==> src/rtl/adder_arb_pkg.sv <==
// Shared types and defaults for the time-multiplexed adder arbiter.
// Holds the FSM state encoding, the default parameters and the requester-ID width helper.
package adder_arb_pkg;

  typedef enum logic [1:0] {
    ST_IDLE  = 2'd0,
    ST_ISSUE = 2'd1,
    ST_WAIT  = 2'd2,
    ST_RESP  = 2'd3
  } state_t;

  localparam int DEF_NUM_REQ = 4;
  localparam int DEF_DATA_W  = 8;
  localparam int DEF_ADD_LAT = 1;

  // Width of a requester index; never narrower than one bit.
  function automatic int id_width(input int n);
    return (n > 1) ? $clog2(n) : 1;
  endfunction

endpackage

==> src/rtl/rr_arbiter.sv <==
// Combinational round-robin arbiter: the search starts one position after last_grant and wraps.
// Produces a one-hot grant, the matching index, and an any-request flag.
module rr_arbiter
  import adder_arb_pkg::*;
#(
  parameter  int NUM_REQ = DEF_NUM_REQ,
  localparam int ID_W    = id_width(NUM_REQ)
) (
  input  logic [NUM_REQ-1:0] req,
  input  logic [ID_W-1:0]    last_grant,
  output logic [NUM_REQ-1:0] grant,
  output logic [ID_W-1:0]    grant_idx,
  output logic               any
);

  function automatic logic [ID_W-1:0] wrap_idx(input int v);
    return ID_W'(v % NUM_REQ);
  endfunction

  // Bit 0 of rot is the requester immediately after the previous winner.
  logic [NUM_REQ-1:0] rot;

  for (genvar gi = 0; gi < NUM_REQ; gi++) begin : g_rot
    assign rot[gi] = req[wrap_idx(int'(last_grant) + 1 + gi)];
  end

  int off;

  always_comb begin
    off       = 0;
    any       = |rot;
    grant     = '0;
    grant_idx = '0;
    for (int i = NUM_REQ - 1; i >= 0; i--) begin
      if (rot[i]) off = i;
    end
    if (any) begin
      grant_idx        = wrap_idx(int'(last_grant) + 1 + off);
      grant[grant_idx] = 1'b1;
    end
  end

endmodule

==> src/rtl/adder_arbiter.sv <==
// Shares one external adder among NUM_REQ requesters, one transaction at a time.
// Flow: grant in IDLE, pulse add_en in ISSUE, wait ADD_LAT cycles, then hold the result in RESP.
module adder_arbiter
  import adder_arb_pkg::*;
#(
  parameter  int NUM_REQ = DEF_NUM_REQ,
  parameter  int DATA_W  = DEF_DATA_W,
  parameter  int ADD_LAT = DEF_ADD_LAT,
  localparam int ID_W    = id_width(NUM_REQ)
) (
  input  logic                       clk,
  input  logic                       rst,
  input  logic [NUM_REQ-1:0]         req_valid,
  output logic [NUM_REQ-1:0]         req_ready,
  input  logic [NUM_REQ*DATA_W-1:0]  req_a,
  input  logic [NUM_REQ*DATA_W-1:0]  req_b,
  output logic                       add_en,
  output logic [DATA_W-1:0]          add_a,
  output logic [DATA_W-1:0]          add_b,
  input  logic [DATA_W:0]            add_sum,
  output logic                       rsp_valid,
  input  logic                       rsp_ready,
  output logic [ID_W-1:0]            rsp_id,
  output logic [DATA_W:0]            rsp_sum,
  output logic                       busy
);

  localparam int CNT_W = $clog2(ADD_LAT + 1);

  state_t             state_reg;
  logic [DATA_W-1:0]  a_reg;
  logic [DATA_W-1:0]  b_reg;
  logic [ID_W-1:0]    id_reg;
  logic [ID_W-1:0]    last_grant_reg;
  logic [CNT_W-1:0]   cnt_reg;
  logic               add_en_reg;
  logic               rsp_valid_reg;
  logic [DATA_W:0]    rsp_sum_reg;

  logic [NUM_REQ-1:0] grant_onehot;
  logic [ID_W-1:0]    grant_idx;
  logic               grant_any;

  logic [DATA_W-1:0]  a_slice [NUM_REQ];
  logic [DATA_W-1:0]  b_slice [NUM_REQ];

  for (genvar gi = 0; gi < NUM_REQ; gi++) begin : g_slice
    assign a_slice[gi] = req_a[gi*DATA_W +: DATA_W];
    assign b_slice[gi] = req_b[gi*DATA_W +: DATA_W];
  end

  rr_arbiter #(
    .NUM_REQ (NUM_REQ)
  ) u_rr (
    .req        (req_valid),
    .last_grant (last_grant_reg),
    .grant      (grant_onehot),
    .grant_idx  (grant_idx),
    .any        (grant_any)
  );

  // The accept strobe is combinational; it is also gated by reset so it reads zero while held.
  assign req_ready = (state_reg == ST_IDLE && rst) ? grant_onehot : '0;

  always_ff @(posedge clk or negedge rst) begin
    if (!rst) begin
      state_reg      <= ST_IDLE;
      a_reg          <= '0;
      b_reg          <= '0;
      id_reg         <= '0;
      last_grant_reg <= ID_W'(NUM_REQ - 1);
      cnt_reg        <= '0;
      add_en_reg     <= 1'b0;
      rsp_valid_reg  <= 1'b0;
      rsp_sum_reg    <= '0;
    end else begin
      case (state_reg)
        ST_IDLE: begin
          if (grant_any) begin
            a_reg      <= a_slice[grant_idx];
            b_reg      <= b_slice[grant_idx];
            id_reg     <= grant_idx;
            add_en_reg <= 1'b1;
            state_reg  <= ST_ISSUE;
          end
        end
        ST_ISSUE: begin
          add_en_reg <= 1'b0;
          cnt_reg    <= CNT_W'(ADD_LAT);
          state_reg  <= ST_WAIT;
        end
        ST_WAIT: begin
          cnt_reg <= cnt_reg - 1'b1;
          // The adder result is valid in the last wait cycle.
          if (cnt_reg == CNT_W'(1)) begin
            rsp_sum_reg   <= add_sum;
            rsp_valid_reg <= 1'b1;
            state_reg     <= ST_RESP;
          end
        end
        ST_RESP: begin
          if (rsp_ready) begin
            rsp_valid_reg  <= 1'b0;
            last_grant_reg <= id_reg;
            state_reg      <= ST_IDLE;
          end
        end
        default: state_reg <= ST_IDLE;
      endcase
    end
  end

  assign add_en    = add_en_reg;
  assign add_a     = a_reg;
  assign add_b     = b_reg;
  assign rsp_valid = rsp_valid_reg;
  assign rsp_id    = id_reg;
  assign rsp_sum   = rsp_sum_reg;
  assign busy      = (state_reg != ST_IDLE);

endmodule

==> config.mk <==
export PLATFORM = sky130hd
export DESIGN_NAME = adder_arbiter
export DESIGN_NICKNAME = d
export VERILOG_FILES = /design/src/rtl/adder_arb_pkg.sv /design/src/rtl/rr_arbiter.sv /design/src/rtl/adder_arbiter.sv
export SDC_FILE = /design/constraint.sdc
export NUM_CORES = 1
export LEC_CHECK = 0
export ABC_AREA = 1
export BUFFER_PORTS_ARGS = -buffer_cell sky130_fd_sc_hd__buf_2
export CORE_MARGIN = 10
export CORE_UTILIZATION = 25
export CTS_CLUSTER_SIZE = 24
export DETAILED_ROUTE_END_ITERATION = 10
export SYNTH_ARGS = -nofsm -noshare
export SYNTH_HDL_FRONTEND = slang
export SYNTH_SLANG_ARGS = --single-unit
==> constraint.sdc <==
create_clock -name clk -period 3.98 [get_ports clk]
set_clock_uncertainty 0.15 [all_clocks]
set_input_delay 0 -clock clk [delete_from_list [all_inputs] [get_ports clk]]
set_output_delay 0 -clock clk [all_outputs]
set_load 0.05 [all_outputs]
# == Word level (Yosys, flattened, before mapping) ==
# Cells that the tools add are included.
# op_classes
n_addsub,6
n_lt_le_gt_ge,7
n_eq_ne,6
n_mux,33
bitwise_logic,1
reduce_logical,14
# op_table
operator,count
binary-select mux 8 bit (select 2 bit),2
two-way mux 8 bit,4
two-way mux 2 bit,8
"< comparator 2 x 3 -> 1 bit, second input constant",5
binary-select mux 1 bit (select 2 bit),4
two-way mux 1 bit,8
two-way mux 4 bit,2
case mux 2 bit (4 select lines),1
AND reduction 2 bit,4
nonzero test 2 bit,4
"inequality test 2 bit, second input constant",3
case mux 1 bit (2 select lines),3
AND reduction 3 bit,2
"adder 2 x 1 -> 2 bit, second input constant",2
"adder 2 bit, second input constant",2
"== test 2 bit, second input constant",2
OR reduction 4 bit,1
"greater-or-equal comparator 3 bit, second input constant",1
inverter 2 -> 3 bit,1
adder 2 bit,1
demux 1 bit (select 2 bit),1
"== test 2 x 1 -> 1 bit, second input constant",1
"greater-or-equal comparator 2 x 1 -> 1 bit, second input constant",1
logical AND 1 bit,2
2 further kinds,2
# totals
ff_bits,34
inputBits,80
output_inout_bits,34
elab_cells,76

# == Longest topological paths before layout ==
# Gate-level depths: netlist of run 1.
# logic_depth
ltp_word,15
ltp_mapped,18
mapped_depth_nobuf,16

# == Modules after synthesis ==
# From an unflattened synthesis of run 1, not the netlist that was laid out.
# hier_totals
cells_unflattened,365
area_unflattened_um2,2491.1
# modules_own_cells
module,n_inst,cells_per_inst,area_per_inst_um2,seq_area_each_um2
adder_arbiter,1,300,2128.3,853.3
rr_arbiter,1,65,362.8,0.0

# == Least setup slack after synthesis of run 1 ==
# OpenSTA, ideal clock, no wires.
# synth_path
path_kind,flip-flop to output port
from,reg last_grant_reg[0]
to,out req_ready[1]
t_arrival_ps,3395
required_ps,3830
slack_ps,435
path_stages_with_launch,14
path_buffers,3
path_cell_list,dfstp_2 -> buf_6 -> inv_6 -> nand2_2 -> nand2_2 -> nand2_1 -> nand2_4 -> a21oi_1 -> nor2_1 -> ha_1 -> clkbuf_1 -> nand2_4 -> buf_4 -> nor4_1
# synth_between
elab_chain_cells,15
word_cells_on_any_way,25
classes_between,add/sub (5); order compare (2); mux (16); reduce/logical (2)
# synth_rtl
item,line_no,source
"start, declared",adder_arbiter.sv:34,logic [ID_W-1:0] last_grant_reg;
"start signal, assigned",adder_arbiter.sv:71,last_grant_reg <= ID_W'(NUM_REQ - 1);
"start signal, assigned",adder_arbiter.sv:104,last_grant_reg <= id_reg;
adder 2 x 1 -> 2 bit *,"rr_arbiter.sv:24, rr_arbiter.sv:38",
adder 2 x 1 -> 2 bit,rr_arbiter.sv:24,assign rot[gi] = req[wrap_idx(int'(last_grant) + 1 + gi)];
binary-select mux 1 bit (select 2 bit),rr_arbiter.sv:24,
two-way mux 1 bit (not written as such),rr_arbiter.sv:24,
two-way mux 2 bit (4 in series),rr_arbiter.sv:35,if (rot[i]) off = i;
adder 2 bit,rr_arbiter.sv:38,grant_idx = wrap_idx(int'(last_grant) + 1 + off);
< comparator 2 x 3 -> 1 bit (not written as such) / greater-or-equal comparator 2 x 1 -> 1 bit (equally long branches),rr_arbiter.sv:39,grant[grant_idx] = 1'b1;
logical AND 1 bit (not written as such),rr_arbiter.sv:39,
two-way mux 1 bit (not written as such),rr_arbiter.sv:39,
demux 1 bit (select 2 bit),-,
two-way mux 4 bit *,rr_arbiter.sv:37,if (any) begin
two-way mux 4 bit *,adder_arbiter.sv:63,assign req_ready = (state_reg == ST_IDLE && rst) ? grant_onehot : '0;
"end, declared",adder_arbiter.sv:14,"output logic [NUM_REQ-1:0] req_ready,"
# Mark *: on every way between the ends. The rest lies on a longest branch, timed or not. The select of a mux whose other input is x is not followed.

# == Worst setup path after layout of run 1 ==
# layout_path
from,reg last_grant_reg[0]
to,"reg a_reg[0], in the netlist add_a[0]"
# layout_between
elab_chain_cells,14
word_cells_on_any_way,24
classes_between,add/sub (5); mux (16); bitwise (1); reduce/logical (2)
# layout_rtl
item,line_no,source
adder 2 x 1 -> 2 bit *,"rr_arbiter.sv:24, rr_arbiter.sv:38",
adder 2 x 1 -> 2 bit,rr_arbiter.sv:24,
binary-select mux 1 bit (select 2 bit),rr_arbiter.sv:24,
two-way mux 1 bit (not written as such),rr_arbiter.sv:24,
two-way mux 2 bit (4 in series),rr_arbiter.sv:35,
adder 2 bit,rr_arbiter.sv:38,
two-way mux 2 bit,rr_arbiter.sv:37,
inverter 2 -> 3 bit (not written as such),adder_arbiter.sv:80,a_reg <= a_slice[grant_idx];
binary-select mux 8 bit (select 2 bit),adder_arbiter.sv:80,
two-way mux 8 bit (not written as such) (2 in series),adder_arbiter.sv:80,
"end signal, assigned",adder_arbiter.sv:80,
"end, declared",adder_arbiter.sv:31,logic [DATA_W-1:0] a_reg;
# Marks and branches as above.
# A chain may end at the register's enable or synchronous reset.

==> Flow_metrics.wiki, run 1 <==
{| class="wikitable"
! Metric !! Value
|-
| Run status || complete, no violations
|-
| Vias in the first global route || 3015
|-
| Total number of yosys warnings || 0
|-
| Total negative slack || 0 ns
|-
| Number of antenna violations at the first check in global routing || 1
|-
| GR Overflow Total || 0
|-
| Total nets after synthesis || 449
|-
| Detailed-route DRC error count || 0
|-
| IO buf count || 113
|-
| RSZ-0062 raised after global routing || false
|-
| Rel. slew slack || 68.4%
|-
| Flip-flop and latch count after synthesis || 34
|-
| Max Transition Viols Final || 0
|-
| Clock edge transition at the registers on the reported setup and hold paths || 0.07 ns
|-
| Iteration count of the initial detailed-routing pass || 4
|-
| Largest area contributor in the netlist || sky130_fd_sc_hd__dfrtp_1
|-
| Average via count per standard cell || 4.38
|-
| Post-Syn Instances || 364
|-
| CTS H-tree depth || 2
|-
| Vias after detailed routing || 2871
|-
| Transition time at the pin with the least slew margin || 0.473 ns
|-
| Upper clock frequency limit || 271 MHz
|-
| Post-synthesis to final-layout area growth || 48.9%
|-
| Path category of the worst min-delay check || input pin to flip-flop
|-
| Fraction of layout cells with a size suffix above 1 || 33.6%
|-
| FP Rows || 36
|-
| Endpoints failing setup || 0
|-
| Hold violation total from the final report || 0
|-
| Final routed wirelength across all metal layers || 8.69 mm
|-
| Height of the die || 121 microns
|-
| Maximum Capacitance Violations || 0
|-
| Pin count of the biggest net entering global routing || 37
|-
| Average cell area after synthesis || 7.03 sq um
|-
| Routed wirelength normalized by instance count || 13.3 microns
|-
| Main area contributors after synthesis || sky130_fd_sc_hd__dfrtp_1 31%, sky130_fd_sc_hd__nand2_1 18%, sky130_fd_sc_hd__nand3_1 13%
|-
| Final worst path period need || 3.70 ns
|-
| CP max FO || 34
|-
| Horizontal die dimension || 121 microns
|-
| Core outline area || 9860 sq um
|-
| WS Path Type || flip-flop to flip-flop
|-
| WP data arrival || 3.72 ns
|-
| Final Net Count || 605
|-
| Area share of the largest cell type after synthesis || 31.3%
|-
| Critical path capture point type || flip-flop
|-
| Number of buffers between clock root and the deepest sink || 2
|-
| Most frequent standard cell in the layout excluding fill and tap cells || sky130_fd_sc_hd__nand2_1
|-
| Initial cell density of the core || 26.0%
|-
| Required time at the endpoint of the critical path || 4.01 ns
|-
| Clock tree from TritonCTS || done
|-
| Sequential area share after synthesis || 33.3%
|-
| Startpoint Class || flip-flop
|-
| DRC violation total after the first TritonRoute iteration || 114
|-
| Number of primary I/O pins || 114
|-
| HPWL after detailed placement || 6.53 mm
|-
| Commonest cells after routing, fill and taps aside || 124 x sky130_fd_sc_hd__nand2_1, 113 x sky130_fd_sc_hd__buf_2, 64 x sky130_fd_sc_hd__nand3_1
|-
| Remaining antenna violation count || 0
|-
| DIE AREA || 14700 sq um
|-
| Root Driver || sky130_fd_sc_hd__clkbuf_8
|-
| Placer congestion estimate || 0.826
|-
| Wire length of the first global-routing pass || 14.3 mm
|-
| Clock net sink count || 34
|-
| Post-route clock period utilization || 92.8%
|-
| Global-route usage over all layers || 11.8%
|-
| Number of flip-flops in the largest register || 9
|-
| Cell area after synthesis || 2560 sq um
|-
| Count of different cell masters after synthesis || 26
|-
| Worst skew pair latency || 0.28 ns
|-
| TritonCTS buffer count || 5
|-
| Post-CTS Setup Repair Bufs || 0
|}
-- synthesized netlist by cell type --
| cell type | number |
|---|---|
| sky130_fd_sc_hd__nand2_2 | 21 |
| sky130_fd_sc_hd__mux2_2 | 9 |
| sky130_fd_sc_hd__dfrtp_1 | 32 |
| sky130_fd_sc_hd__inv_8 | 1 |
| sky130_fd_sc_hd__nand2_1 | 124 |
| sky130_fd_sc_hd__buf_12 | 1 |
| sky130_fd_sc_hd__xor2_1 | 1 |
| sky130_fd_sc_hd__ha_1 | 5 |
| sky130_fd_sc_hd__buf_6 | 4 |
| sky130_fd_sc_hd__buf_4 | 2 |
| sky130_fd_sc_hd__dfstp_2 | 2 |
| sky130_fd_sc_hd__buf_1 | 1 |
| sky130_fd_sc_hd__nor2_2 | 1 |
| sky130_fd_sc_hd__nand3_1 | 64 |
| sky130_fd_sc_hd__inv_2 | 2 |
| sky130_fd_sc_hd__nand2_4 | 8 |
| sky130_fd_sc_hd__inv_1 | 47 |
| sky130_fd_sc_hd__inv_6 | 1 |
| sky130_fd_sc_hd__buf_2 | 5 |
| sky130_fd_sc_hd__nor2_8 | 2 |
| sky130_fd_sc_hd__nor2_1 | 8 |
| sky130_fd_sc_hd__a21oi_1 | 4 |
| sky130_fd_sc_hd__o21ai_0 | 8 |
| sky130_fd_sc_hd__clkbuf_1 | 4 |
| sky130_fd_sc_hd__nor4_1 | 2 |
| sky130_fd_sc_hd__nand3_2 | 5 |
-- kinds of logic (layout without fill, tap and decap cells) --
family,after synthesis,in the layout,synth area share [%]
AOI/OAI and AO/OA,12,12,2.35
xor gates and xnor gates,1,1,0.342
adders and majority gates,5,5,2.44
buffers and inverters,68,225,12.8
DFF,34,34,33.3
muxes,9,9,3.96
other,0,1,0
and+or+nand+nor,235,235,44.8
-- worst max-delay path, stage by stage, from the launching register on --
cell                            delay [ns]
sky130_fd_sc_hd__dfstp_2              0.66
sky130_fd_sc_hd__inv_6                0.08
sky130_fd_sc_hd__nand2_2              0.07
sky130_fd_sc_hd__nand2_2              0.05
sky130_fd_sc_hd__nand2_1              0.10
sky130_fd_sc_hd__nand2_4              0.08
sky130_fd_sc_hd__a21oi_1              0.12
sky130_fd_sc_hd__nor2_1               0.06
sky130_fd_sc_hd__ha_1                 0.28
sky130_fd_sc_hd__buf_6                0.26
sky130_fd_sc_hd__nand2_8              0.19
sky130_fd_sc_hd__nand2_1              0.14
sky130_fd_sc_hd__nand3_2              0.07
sky130_fd_sc_hd__dlygate4sd3_1        0.59
sky130_fd_sc_hd__nand3_2              0.06
sky130_fd_sc_hd__dlygate4sd3_1        0.56
sky130_fd_sc_hd__nand2_1              0.05
-- through the flow --
stage	hold WS (ns)	utilization, %	instances	cell area (sq um)	worst slack [ns]
after global placement	-0.0704	32.3	595	3180	1.17
after CTS	0.00553	38.4	654	3790	0.132
after detailed placement	-0.0622	32.3	595	3180	1.11
final	0.0108	38.6	655	3810	0.285
after floorplan	-0.446	-	364	2560	0.435
after global routing	0.0366	38.6	655	3810	0.0188
-- layer usage --
metal,global-route usage (%),share of wire (%)
met1,12.8,39
met2,22.1,53
met3,2.70,5.6
met4,3.80,1.6
met5,0,0
-- final timing paths --
| path | from | end | slack [ns] | cells after the start |
|---|---|---|---|---|
| setup / recovery | last_grant_reg[0] | add_a[0] | 0.28 | 16 |
| hold / removal | req_b[21] | add_b[5] | 0.01 | 7 |
| setup reg to reg | last_grant_reg[0] | add_a[0] | 0.28 | 16 |
| hold reg to reg | add_a[3] | add_a[3] | 0.33 | 2 |
| max in group asynchronous | rst | last_grant_reg[0] | 3.19 | 3 |
| min in group asynchronous | rst | add_a[3] | 0.15 | 3 |
-- area by class of cell --
type                    count  area [sq um]
multi-input cells         262          1400
diodes                      1          2.50
inverters                  51           204
well taps                 133           166
fillers                  1036          6050
clock buffers               6          82.6
flip-flops and latches     34           853
repair buffers            166          1090
clock inverters             2          12.5
-- repair_timing --
item,CTS,global route
endpoints found under the setup margin,0,8
hold buffers,51,0
hold endpoints to repair,61,0
resized for setup,0,3
Power of run 1 is not shown: default switching activity piles up to over one toggle a cycle in this logic, so the estimate is an artifact.
==> run 2: changes to the inputs <==
--- a/config.mk
+++ b/config.mk
@@ -7,10 +7,13 @@
 export LEC_CHECK = 0
 export ABC_AREA = 1
 export BUFFER_PORTS_ARGS = -buffer_cell sky130_fd_sc_hd__buf_2
+export CELL_PAD_IN_SITES_DETAIL_PLACEMENT = 1
+export CELL_PAD_IN_SITES_GLOBAL_PLACEMENT = 1
 export CORE_MARGIN = 10
 export CORE_UTILIZATION = 25
 export CTS_CLUSTER_SIZE = 24
 export DETAILED_ROUTE_END_ITERATION = 10
+export PLACE_DENSITY_LB_ADDON = 0.1
 export SYNTH_ARGS = -nofsm -noshare
 export SYNTH_HDL_FRONTEND = slang
 export SYNTH_SLANG_ARGS = --single-unit
==> run 2 against run 1 <==
  * Sequential share of layout area shrank 0.059 points
  * Final area rose by 0.26%
  * Global-route usage is 1.3 points higher
  * First-iteration DRC count is 21% lower
  * Utilization is 0.10 points higher
  * Critical endpoint is now add_a[6]
  * Largest cell class unchanged
==> Flow_metrics.wiki, run 2 (synthesis results as in run 1) <==
{| class="wikitable"
! Metric !! Value
|-
| Run status || complete, no violations
|-
| Core outline area || 9860 sq um
|-
| Clock tree from TritonCTS || done
|-
| Remaining antenna violation count || 0
|-
| Critical path capture point type || flip-flop
|-
| Flop2flop setup slack || 0.23 ns
|-
| FP Rows || 36
|-
| IO buf count || 113
|-
| Number of primary I/O pins || 114
|-
| Height of the die || 121 microns
|-
| Beginning of the worst hold path || req_a[19]
|-
| Wire length of the first global-routing pass || 15.8 mm
|-
| Required time at the endpoint of the critical path || 4.01 ns
|-
| Most frequent standard cell in the layout excluding fill and tap cells || sky130_fd_sc_hd__nand2_1
|-
| Crit. Startpoint || last_grant_reg[0]
|-
| Global-route usage over all layers || 13.1%
|-
| Number of inserted filler cells in the final layout || 1253
|-
| Post-synthesis to final-layout area growth || 49.3%
|-
| Detailed-route DRC error count || 0
|-
| Vias in the first global route || 3153
|-
| Path category of the worst min-delay check || input pin to flip-flop
|-
| Startpoint Class || flip-flop
|-
| Endpoints failing setup || 0
|-
| Final worst-path setup slack || 0.226 ns
|-
| Horizontal die dimension || 121 microns
|-
| GR Overflow Total || 0
|-
| Final Net Count || 603
|-
| Post-route clock period utilization || 94.3%
|-
| Placer congestion estimate || 0.789
|-
| Worst slack at placement || 1.21 ns
|-
| Max Transition Viols Final || 0
|-
| Maximum Capacitance Violations || 0
|-
| Clock net sink count || 34
|-
| Startpoint of the most critical register-to-register path || last_grant_reg[0]
|-
| Clock edge transition at the registers on the reported setup and hold paths || 0.07 ns
|-
| CTS H-tree depth || 2
|-
| Routed wirelength normalized by instance count || 14.4 microns
|-
| HPWL after detailed placement || 7.10 mm
|-
| WHS Path Cells || 7
|-
| DRC violation total after the first TritonRoute iteration || 90
|-
| Vias after detailed routing || 2781
|-
| Number of antenna violations at the first check in global routing || 0
|-
| Hold violation total from the final report || 0
|-
| CP max FO || 16
|-
| Commonest cells after routing, fill and taps aside || 124 x sky130_fd_sc_hd__nand2_1, 113 x sky130_fd_sc_hd__buf_2, 64 x sky130_fd_sc_hd__nand3_1
|-
| Number of flip-flops in the largest register || 9
|-
| Worst skew pair latency || 0.28 ns
|-
| Pin count of the biggest net entering global routing || 37
|-
| Final routed wirelength across all metal layers || 9.41 mm
|-
| Iteration count of the initial detailed-routing pass || 4
|-
| WS Path Type || flip-flop to flip-flop
|-
| Final worst path period need || 3.75 ns
|-
| WP data arrival || 3.78 ns
|-
| Fraction of layout cells with a size suffix above 1 || 33.5%
|-
| Rel. slew slack || 45.4%
|-
| DIE AREA || 14700 sq um
|-
| Root Driver || sky130_fd_sc_hd__clkbuf_8
|-
| Critical register-to-register path endpoint || add_a[6]
|-
| Antenna diode count || 0
|-
| Average via count per standard cell || 4.27
|-
| Number of buffers between clock root and the deepest sink || 2
|-
| Upper clock frequency limit || 266 MHz
|-
| Worst R2R Path Depth || 16
|-
| Transition time at the pin with the least slew margin || 0.819 ns
|-
| Endpoint with the worst hold slack || add_a[3]
|-
| TritonCTS buffer count || 5
|-
| Initial cell density of the core || 26.0%
|}
run 2: layout make-up:
type	instances	area, sq um	share of cell area [%]
Timing Repair Buffer	164	1070	28.1
Sequential cell	34	853	22.3
Multi-Input combinational cell	262	1390	36.3
Clock buffer	5	68.8	1.80
Clock inverter	3	68.8	1.80
Inverter	51	204	5.34
Tap cell	133	166	4.35
run 2: routing by layer:
| metal | vias to the layer above | part of all wire, % | global-route usage (%) |
|---|---|---|---|
| met3 | 2 | 5.0 | 3.40 |
| met2 | 69 | 49 | 22.3 |
| li1 | 1435 | - | - |
| met4 | 0 | 0.45 | 2.68 |
| met5 | - | 0 | 0 |
| met1 | 1275 | 46 | 16.2 |
run 2: stage by stage:
stage	TNS, ns	utilization, %	hold slack (ns)	cell area (sq um)	std cells
floorplan	0	-	-0.446	2560	364
global placement	0	32.2	0.0149	3180	594
detailed placement	0	32.2	0.00638	3180	594
CTS	0	38.7	0.000791	3810	652
global route	-0.0283	38.7	0.0422	3820	652
finish	0	38.7	0.0000186	3820	652
run 2: worst max-delay path by stage:
stage,to,slack (ns),cells after the start
2_1_floorplan,req_ready[1],0.43,13
3_3_place_gp,req_ready[1],1.20,14
3_5_place_dp,req_ready[1],1.21,14
4_1_cts,add_b[0],0.19,16
5_1_grt,add_a[6],-0.03,16
6_report,add_a[6],0.23,16
run 2: repair_timing:
| action | 4_1_cts | 5_1_grt |
|---|---|---|
| setup endpoints to repair | 0 | 7 |
| hold buffers | 50 | 0 |
| buffers inserted | 0 | 0 |
| gates resized for setup | 0 | 1 |
| endpoints found under the hold margin | 59 | 0 |
run 2: worst max-delay path, cell delays in order, from the launching register on:
cell and delay, ns:
sky130_fd_sc_hd__dfstp_2 0.67, sky130_fd_sc_hd__inv_6 0.09, sky130_fd_sc_hd__nand2_2 0.08, sky130_fd_sc_hd__nand2_2 0.05
sky130_fd_sc_hd__nand2_1 0.10, sky130_fd_sc_hd__nand2_4 0.08, sky130_fd_sc_hd__a21oi_1 0.13, sky130_fd_sc_hd__nor2_1 0.06
sky130_fd_sc_hd__ha_1 0.19, sky130_fd_sc_hd__xor2_1 0.21, sky130_fd_sc_hd__nand3_1 0.22, sky130_fd_sc_hd__nand3_4 0.24
sky130_fd_sc_hd__nand3_1 0.12, sky130_fd_sc_hd__dlygate4sd3_1 0.58, sky130_fd_sc_hd__nand3_1 0.07, sky130_fd_sc_hd__dlygate4sd3_1 0.55
sky130_fd_sc_hd__nand2_1 0.05
Power of run 2 is left out for the same reason.
